[config.mk]
export PLATFORM = sky130hd
export DESIGN_NAME = apb_spi_csr_fifo
export DESIGN_NICKNAME = d
export VERILOG_FILES = /design/src/rtl/apb_spi_csr_fifo.sv
export SDC_FILE = /design/constraint.sdc
export NUM_CORES = 1
export LEC_CHECK = 0
export BUFFER_PORTS_ARGS = -buffer_cell sky130_fd_sc_hd__buf_2
export CORE_MARGIN = 3
export CORE_UTILIZATION = 35
export DETAILED_ROUTE_END_ITERATION = 8
export SLEW_MARGIN = 20
export SYNTH_ARGS = -nofsm -noshare
export SYNTH_HDL_FRONTEND = slang
export SYNTH_SLANG_ARGS = --single-unit
[constraint.sdc]
create_clock -name pclk_i -period 9.5 [get_ports pclk_i]
set_clock_uncertainty 0.2 [all_clocks]
set_input_delay 0.95 -clock pclk_i [delete_from_list [all_inputs] [get_ports pclk_i]]
set_output_delay 0.95 -clock pclk_i [all_outputs]
set_load 0.005 [all_outputs]
[src/rtl/apb_spi_csr_fifo.sv]
// APB3 register block for the SPI master: CSRs, TX/RX frame FIFOs, status,
// interrupt controller, wait states on TX back-pressure and PSLVERR decode.
module apb_spi_csr_fifo #(
   parameter int unsigned ADDR_W     = 8,
   parameter int unsigned TXF_DEPTH  = 4,
   parameter int unsigned RXF_DEPTH  = 4,
   parameter logic [7:0]  CLKDIV_RST = 8'd4
) (
   input  logic              pclk_i,
   input  logic              prstn_i,
   input  logic [ADDR_W-1:0] paddr_i,
   input  logic              psel_i,
   input  logic              penable_i,
   input  logic              pwrite_i,
   input  logic [31:0]       pwdata_i,
   output logic [31:0]       prdata_o,
   output logic              pready_o,
   output logic              pslverr_o,
   output logic [31:0]       tx_data_o,
   output logic              tx_vld_o,
   input  logic              tx_rdy_i,
   input  logic [31:0]       rx_data_i,
   input  logic              rx_vld_i,
   input  logic              eot_i,
   output logic [7:0]        spi_clk_div_o,
   output logic              irq_o
);

   localparam int unsigned TXA_W = $clog2(TXF_DEPTH);
   localparam int unsigned TXP_W = TXA_W + 1;
   localparam int unsigned RXA_W = $clog2(RXF_DEPTH);
   localparam int unsigned RXP_W = RXA_W + 1;

   localparam logic [2:0] A_CMD    = 3'd0;
   localparam logic [2:0] A_ADDR   = 3'd1;
   localparam logic [2:0] A_LEN    = 3'd2;
   localparam logic [2:0] A_TXPUSH = 3'd3;
   localparam logic [2:0] A_RXPOP  = 3'd4;
   localparam logic [2:0] A_CTRL   = 3'd5;
   localparam logic [2:0] A_STATUS = 3'd6;
   localparam logic [2:0] A_INT    = 3'd7;

   logic [3:0] cmd_q;
   logic [3:0] addr_q;
   logic [7:0] len_q;
   logic       tx_en_q;
   logic [7:0] clkdiv_q;
   logic [2:0] ie_q;
   logic [1:0] int_q;
   logic       irq_q;

   logic [31:0]      tx_mem [TXF_DEPTH];
   logic [TXP_W-1:0] tx_wptr, tx_rptr, tx_level;
   logic             tx_full, tx_empty, tx_push, tx_pop;

   logic [31:0]      rx_mem [RXF_DEPTH];
   logic [RXP_W-1:0] rx_wptr, rx_rptr, rx_level;
   logic             rx_full, rx_empty, rx_push, rx_pop, rx_ovf;

   logic [2:0]  sel;
   logic        access, addr_bad, err, stall, wr_ok, rd_ok;
   logic [1:0]  int_clr;
   logic [31:0] status, rdata, frame;
   logic        unused_pwdata;

   // Bits of the write bus that no register field or frame uses.
   assign unused_pwdata = ^pwdata_i[31:19];

   // Address decode and access qualification
   assign sel      = paddr_i[4:2];
   assign access   = psel_i & penable_i;
   assign addr_bad = ((paddr_i >> 5) != '0) | (paddr_i[1:0] != 2'b00);
   assign err      = access & (addr_bad
                   | (pwrite_i & ((sel == A_STATUS) | (sel == A_RXPOP)))
                   | (!pwrite_i & (sel == A_RXPOP) & rx_empty));
   assign stall    = access & pwrite_i & !addr_bad & (sel == A_TXPUSH) & tx_full;
   assign wr_ok    = access & pwrite_i & !stall & !err;
   assign rd_ok    = access & !pwrite_i & !err;

   assign pready_o  = !stall;
   assign pslverr_o = err;

   assign frame   = {cmd_q, addr_q, len_q, pwdata_i[15:0]};
   assign tx_push = wr_ok & (sel == A_TXPUSH);
   assign tx_pop  = tx_vld_o & tx_rdy_i;
   assign rx_pop  = rd_ok & (sel == A_RXPOP);
   assign rx_push = rx_vld_i & (!rx_full | rx_pop);
   assign rx_ovf  = rx_vld_i & rx_full & !rx_pop;
   assign int_clr = (wr_ok && (sel == A_INT)) ? pwdata_i[1:0] : 2'b00;

   assign tx_level = tx_wptr - tx_rptr;
   assign tx_full  = (tx_level == TXP_W'(TXF_DEPTH));
   assign tx_empty = (tx_level == '0);
   assign rx_level = rx_wptr - rx_rptr;
   assign rx_full  = (rx_level == RXP_W'(RXF_DEPTH));
   assign rx_empty = (rx_level == '0);

   assign tx_vld_o      = tx_en_q & !tx_empty;
   assign tx_data_o     = tx_mem[tx_rptr[TXA_W-1:0]];
   assign spi_clk_div_o = clkdiv_q;
   assign irq_o         = irq_q;

   // CSRs, interrupt pending bits and the registered interrupt line
   always_ff @(posedge pclk_i or negedge prstn_i) begin
      if (!prstn_i) begin
         cmd_q    <= '0;
         addr_q   <= '0;
         len_q    <= '0;
         tx_en_q  <= 1'b0;
         clkdiv_q <= CLKDIV_RST;
         ie_q     <= '0;
         int_q    <= '0;
         irq_q    <= 1'b0;
      end else begin
         if (wr_ok) begin
            case (sel)
               A_CMD:   cmd_q  <= pwdata_i[3:0];
               A_ADDR:  addr_q <= pwdata_i[3:0];
               A_LEN:   len_q  <= pwdata_i[7:0];
               A_CTRL: begin
                  tx_en_q  <= pwdata_i[0];
                  clkdiv_q <= pwdata_i[15:8];
                  ie_q     <= pwdata_i[18:16];
               end
               default: ;
            endcase
         end
         int_q[0] <= eot_i  | (int_q[0] & !int_clr[0]);
         int_q[1] <= rx_ovf | (int_q[1] & !int_clr[1]);
         irq_q    <= (int_q[0] & ie_q[0]) | (!rx_empty & ie_q[1]) | (int_q[1] & ie_q[2]);
      end
   end

   // FIFO pointers carry a wrap bit so full and empty are distinguishable
   always_ff @(posedge pclk_i or negedge prstn_i) begin
      if (!prstn_i) begin
         tx_wptr <= '0;
         tx_rptr <= '0;
         rx_wptr <= '0;
         rx_rptr <= '0;
      end else begin
         if (tx_push) tx_wptr <= tx_wptr + TXP_W'(1);
         if (tx_pop)  tx_rptr <= tx_rptr + TXP_W'(1);
         if (rx_push) rx_wptr <= rx_wptr + RXP_W'(1);
         if (rx_pop)  rx_rptr <= rx_rptr + RXP_W'(1);
      end
   end

   always_ff @(posedge pclk_i) begin
      if (tx_push) tx_mem[tx_wptr[TXA_W-1:0]] <= frame;
      if (rx_push) rx_mem[rx_wptr[RXA_W-1:0]] <= rx_data_i;
   end

   always_comb begin
      status        = '0;
      status[6:0]   = 7'(tx_level);
      status[14:8]  = 7'(rx_level);
      status[16]    = tx_full;
      status[17]    = tx_empty;
      status[18]    = rx_full;
      status[19]    = rx_empty;
   end

   // Read mux; zero outside a successful read access
   always_comb begin
      rdata = '0;
      if (rd_ok) begin
         case (sel)
            A_CMD:    rdata = {28'd0, cmd_q};
            A_ADDR:   rdata = {28'd0, addr_q};
            A_LEN:    rdata = {24'd0, len_q};
            A_RXPOP:  rdata = rx_mem[rx_rptr[RXA_W-1:0]];
            A_CTRL:   rdata = {13'd0, ie_q, clkdiv_q, 7'd0, tx_en_q};
            A_STATUS: rdata = status;
            A_INT:    rdata = {30'd0, int_q};
            default:  rdata = '0;
         endcase
      end
   end

   assign prdata_o = rdata;

endmodule

==> results.toml <==
[drt]
drc_errors = 0
post_drt_via_cell_ratio = 4.922
drt_wl_total_microns = 26330
vias = 6093
drt_iter0_markers = 394
antenna_left = 0
wire_per_inst_microns = 21.26
dr.pass1.iters = 5

[finish]
antenna_cells = 0
area_delta_synth_final_pct = 18.58
num-nets-final = 861
fin_util = 0.4229
final_cells = 1238
drive_above_1_share = 0.3684
n_fill_cell = 3052

[run_status]
status = "completed"

[placement]
port_buffers = 142
dp_hpwl_microns = 17060
dp_worst_setup_slack_ns = 4.826
routabilityCongestion = 0.7869
dp.cells = 1182

[synthesis]
synthCells = 609
synthMuxAreaShare = 0.1598
synth_xor_area_frac = 0.01353
ys_ff_latch = 299
ys_seq_area_frac = 0.7292
synth-main-ff-cell = "edfxtp_1"
synth_area_sq_um = 12020
syn_nets = 703
synth.avg_cell_area_sq_um = 19.74
synth-compound-area-share = 0.02144
ys_warn_count = 0
synth-edff-count = 256
synthAdderAreaFrac = 0.01582
yosysUniqueCellTypes = 49
synth_top_family_by_area = "multiplexers"
synthSimpleGateAreaFrac = 0.04570
synthArstFlopShare = 0.1438

[sta]
worst_pin_slew_ns = 0.8687
clock.fmax_ghz = 0.1891
final_max_slew_viol_count = 0
post-route-period-util = 0.5566
setup_violations = 0
grt_setup_unrepaired = "no"
relSlewSlack = 0.4200
timing.hold.ws_ns = 0.1948
setup-tns-final_ns = 0
hold_viol_final = 0
min_period_ns = 5.288
worst_slack_ns = 4.212

[critical_path]
critPathLaunchType = "flip-flop"
path_delay_family = "buffers and inverters"
cp.required_ns = 8.35
crit_cells = 9
critPathBufInv = 3
crit_path_end = "prdata_o[11]"
worstPathArrival_ns = 4.14
critPathLaunch = "rx_rptr[0]"
reg2reg_depth = 9
worstPathMaxFanout = 35
slowest_stage = "o211ai_1"
rr_endpoint = "tx_mem[1][13]"
cp-end-kind = "output port"
reg2reg_from = "tx_wptr[0]"
slowest_delay_ns = 0.75
r2r_setup_slack_ns = 5.84
critPathKind = "flip-flop to output port"
path_cells = "buf_4 > ha_1 > inv_1 > fa_1 > xor3_1 > nand2_1 > o211ai_1 > nor2_1 > buf_2"

[floorplan]
core_sq_um = 33700
die_w_microns = 191.3
chipHeight_microns = 191.3
io_pins = 156
start_util = 0.3566
dieArea_sq_um = 36600
std_cell_rows = 67

[pwr]
clkPwrFrac = 0.383
switching_share = 0.2254
switchingPower_w = 0.0006955
seq_power_share = 0.515
ir_worst_vdd_mv = 0.1516
internal_power_w = 0.002390
p_leak_nw = 5.288
power.density_nw_per_um2 = 216.5
combPwrFrac = 0.102

[clock_network]
cts_hold_buf = 0
h-tree-depth = 1
post_cts_buffers = 0
root_buffer = "clkbuf_16"
cts_resized = 0
clock_sinks = 299
cts_buffer_depth = 3
path_clk_slew_ns = 0.06
cts-buffers-inserted = 31
clk_latency_ns = 0.55
cts_tree = "yes"

[global_routing]
grt_pass1_wl_microns = 39120
grt_remaining_overflow = 0
grtUsageTotal = 0.1421
antenna_found_initial = 3
grt_max_degree = 44
grt_pass1_vias = 6335

[flow_run]
cap_violations = 0

[min_path]
min_path_type = "primary input to asynchronous set/reset pin"
## per-layer routing
| metal | share of wire | vias up | routed length [microns] | GRT usage |
|---|---|---|---|---|
| li1 | - | 2758 | - | - |
| met1 | 0.42 | 3112 | 10930 | 0.1862 |
| met2 | 0.50 | 172 | 13160 | 0.2442 |
| met3 | 0.058 | 45 | 1538 | 0.02989 |
| met4 | 0.025 | 6 | 656 | 0.03246 |
| met5 | 0.0013 | - | 34 | 0 |
## area by class of cell
cell class              instances  area, sq um  share of cell area
inverters                      12        45.04            0.003160
clock inverters                13        142.6             0.01001
clock buffers                  43        860.8             0.06040
flip-flops and latches        299         8767              0.6151
repair buffers                153        795.8             0.05583
well taps                     448        560.5             0.03933
multi-input cells             270         3080              0.2161
## power groups by stage
| stage | Clock (W) | Sequential (W) | Combinational [W] |
|---|---|---|---|
| final | 0.00118 | 0.00159 | 0.000313 |
| after global placement | 0 | 0.00161 | 0.000319 |
| after global routing | 0.00127 | 0.00160 | 0.000350 |
| after CTS | 0.00122 | 0.00159 | 0.000324 |
| after detailed placement | 0 | 0.00162 | 0.000322 |
| after floorplan | 0 | 0.00161 | 0.000198 |
## worst register-to-register path, cell delays in order, from the launching register on
cell	delay, ns
dfrtp_1	0.41
inv_1	0.15
ha_1	0.17
inv_1	0.05
fa_1	0.51
nand2b_1	0.20
nor2_1	0.12
nor3_2	0.41
and2_1	0.68
buf_4	0.43
## state kept, by name, indices dropped and copies added (netlist names), 2 cells and up
signal and flops:
tx_mem 128, cmd_q 4, len_q 8, addr_q 4
ie_q 3, tx_rptr 3, spi_clk_div_o 8, rx_wptr 3
tx_wptr 3, rx_rptr 3, int_q 2, rx_mem 128
## kinds of logic after synthesis
| kind of cell | count (synthesis) |
|---|---|
| xor gates and xnor gates | 12 |
| buffers and inverters | 40 |
| muxes | 106 |
| DFF | 299 |
| AOI/OAI and AO/OA | 37 |
| and+or+nand+nor | 101 |
| adders and majority gates | 14 |
## worst min path at each step
| stage | end | slack (ns) | depth (start not counted) |
|---|---|---|---|
| 2_1_floorplan | int_q[0] | 0.26 | 1 |
| 3_3_place_gp | int_q[0] | 0.31 | 1 |
| 3_5_place_dp | int_q[0] | 0.30 | 1 |
| 4_1_cts | int_q[0] | 0.32 | 1 |
| 5_1_grt | addr_q[2] | 0.24 | 1 |
| 6_report | addr_q[2] | 0.19 | 1 |
## metrics by stage
| step | cell area (sq um) | total power (W) |
|---|---|---|
| floorplan | 12020 | 0.001807 |
| global placement | 13250 | 0.001933 |
| detailed placement | 13250 | 0.001940 |
| CTS | 14250 | 0.003132 |
| global route | 14250 | 0.003217 |
| finish | 14250 | 0.003085 |
## cells in the final DEF, fill, tap and decap left out, drive strengths merged, types with 2 or more instances in the layout
cell type    n
a21o         2
a21oi        9
a22oi       11
a31oi        3
a32o         2
and2         7
and3        14
buf        153
bufinv       3
clkbuf      43
clkinv       9
dfrtp       42
edfxtp     256
fa           2
ha          12
inv         13
mux2        35
mux2i        7
mux4        64
nand2       24
nand2b       4
nand3        8
nand4        3
nor2        22
nor2b        6
nor3         4
nor3b        2
o211ai       2
o21ai        3
or3          2
xnor2        7
xnor3        2
xor3         2
## Yosys cell counts (2+ instances only)
library cell,n,share of area
and2_1,7,0.0036
fa_1,2,0.0033
mux2_2,15,0.014
mux4_2,64,0.12
ha_1,12,0.012
a21o_1,2,0.0012
a32o_1,2,0.0017
clkbuf_1,14,0.0044
and3_1,14,0.0073
a22oi_1,11,0.0069
nor2_1,22,0.0069
inv_1,12,0.0037
mux2i_1,7,0.0058
nand4_1,3,0.0016
a31oi_1,3,0.0016
dfrtp_1,42,0.087
buf_2,13,0.0054
nor2b_1,6,0.0031
mux2_1,16,0.015
edfxtp_1,256,0.64
xnor2_1,7,0.0051
o211ai_1,2,0.0012
nand3_1,8,0.0033
xor3_1,2,0.0040
nor3_1,3,0.0012
mux2_4,4,0.0050
xnor3_1,2,0.0037
a21oi_1,9,0.0037
nand2_1,24,0.0075
nand2b_1,4,0.0021
o21ai_0,3,0.0012
Power figures use the tool's default switching activity.
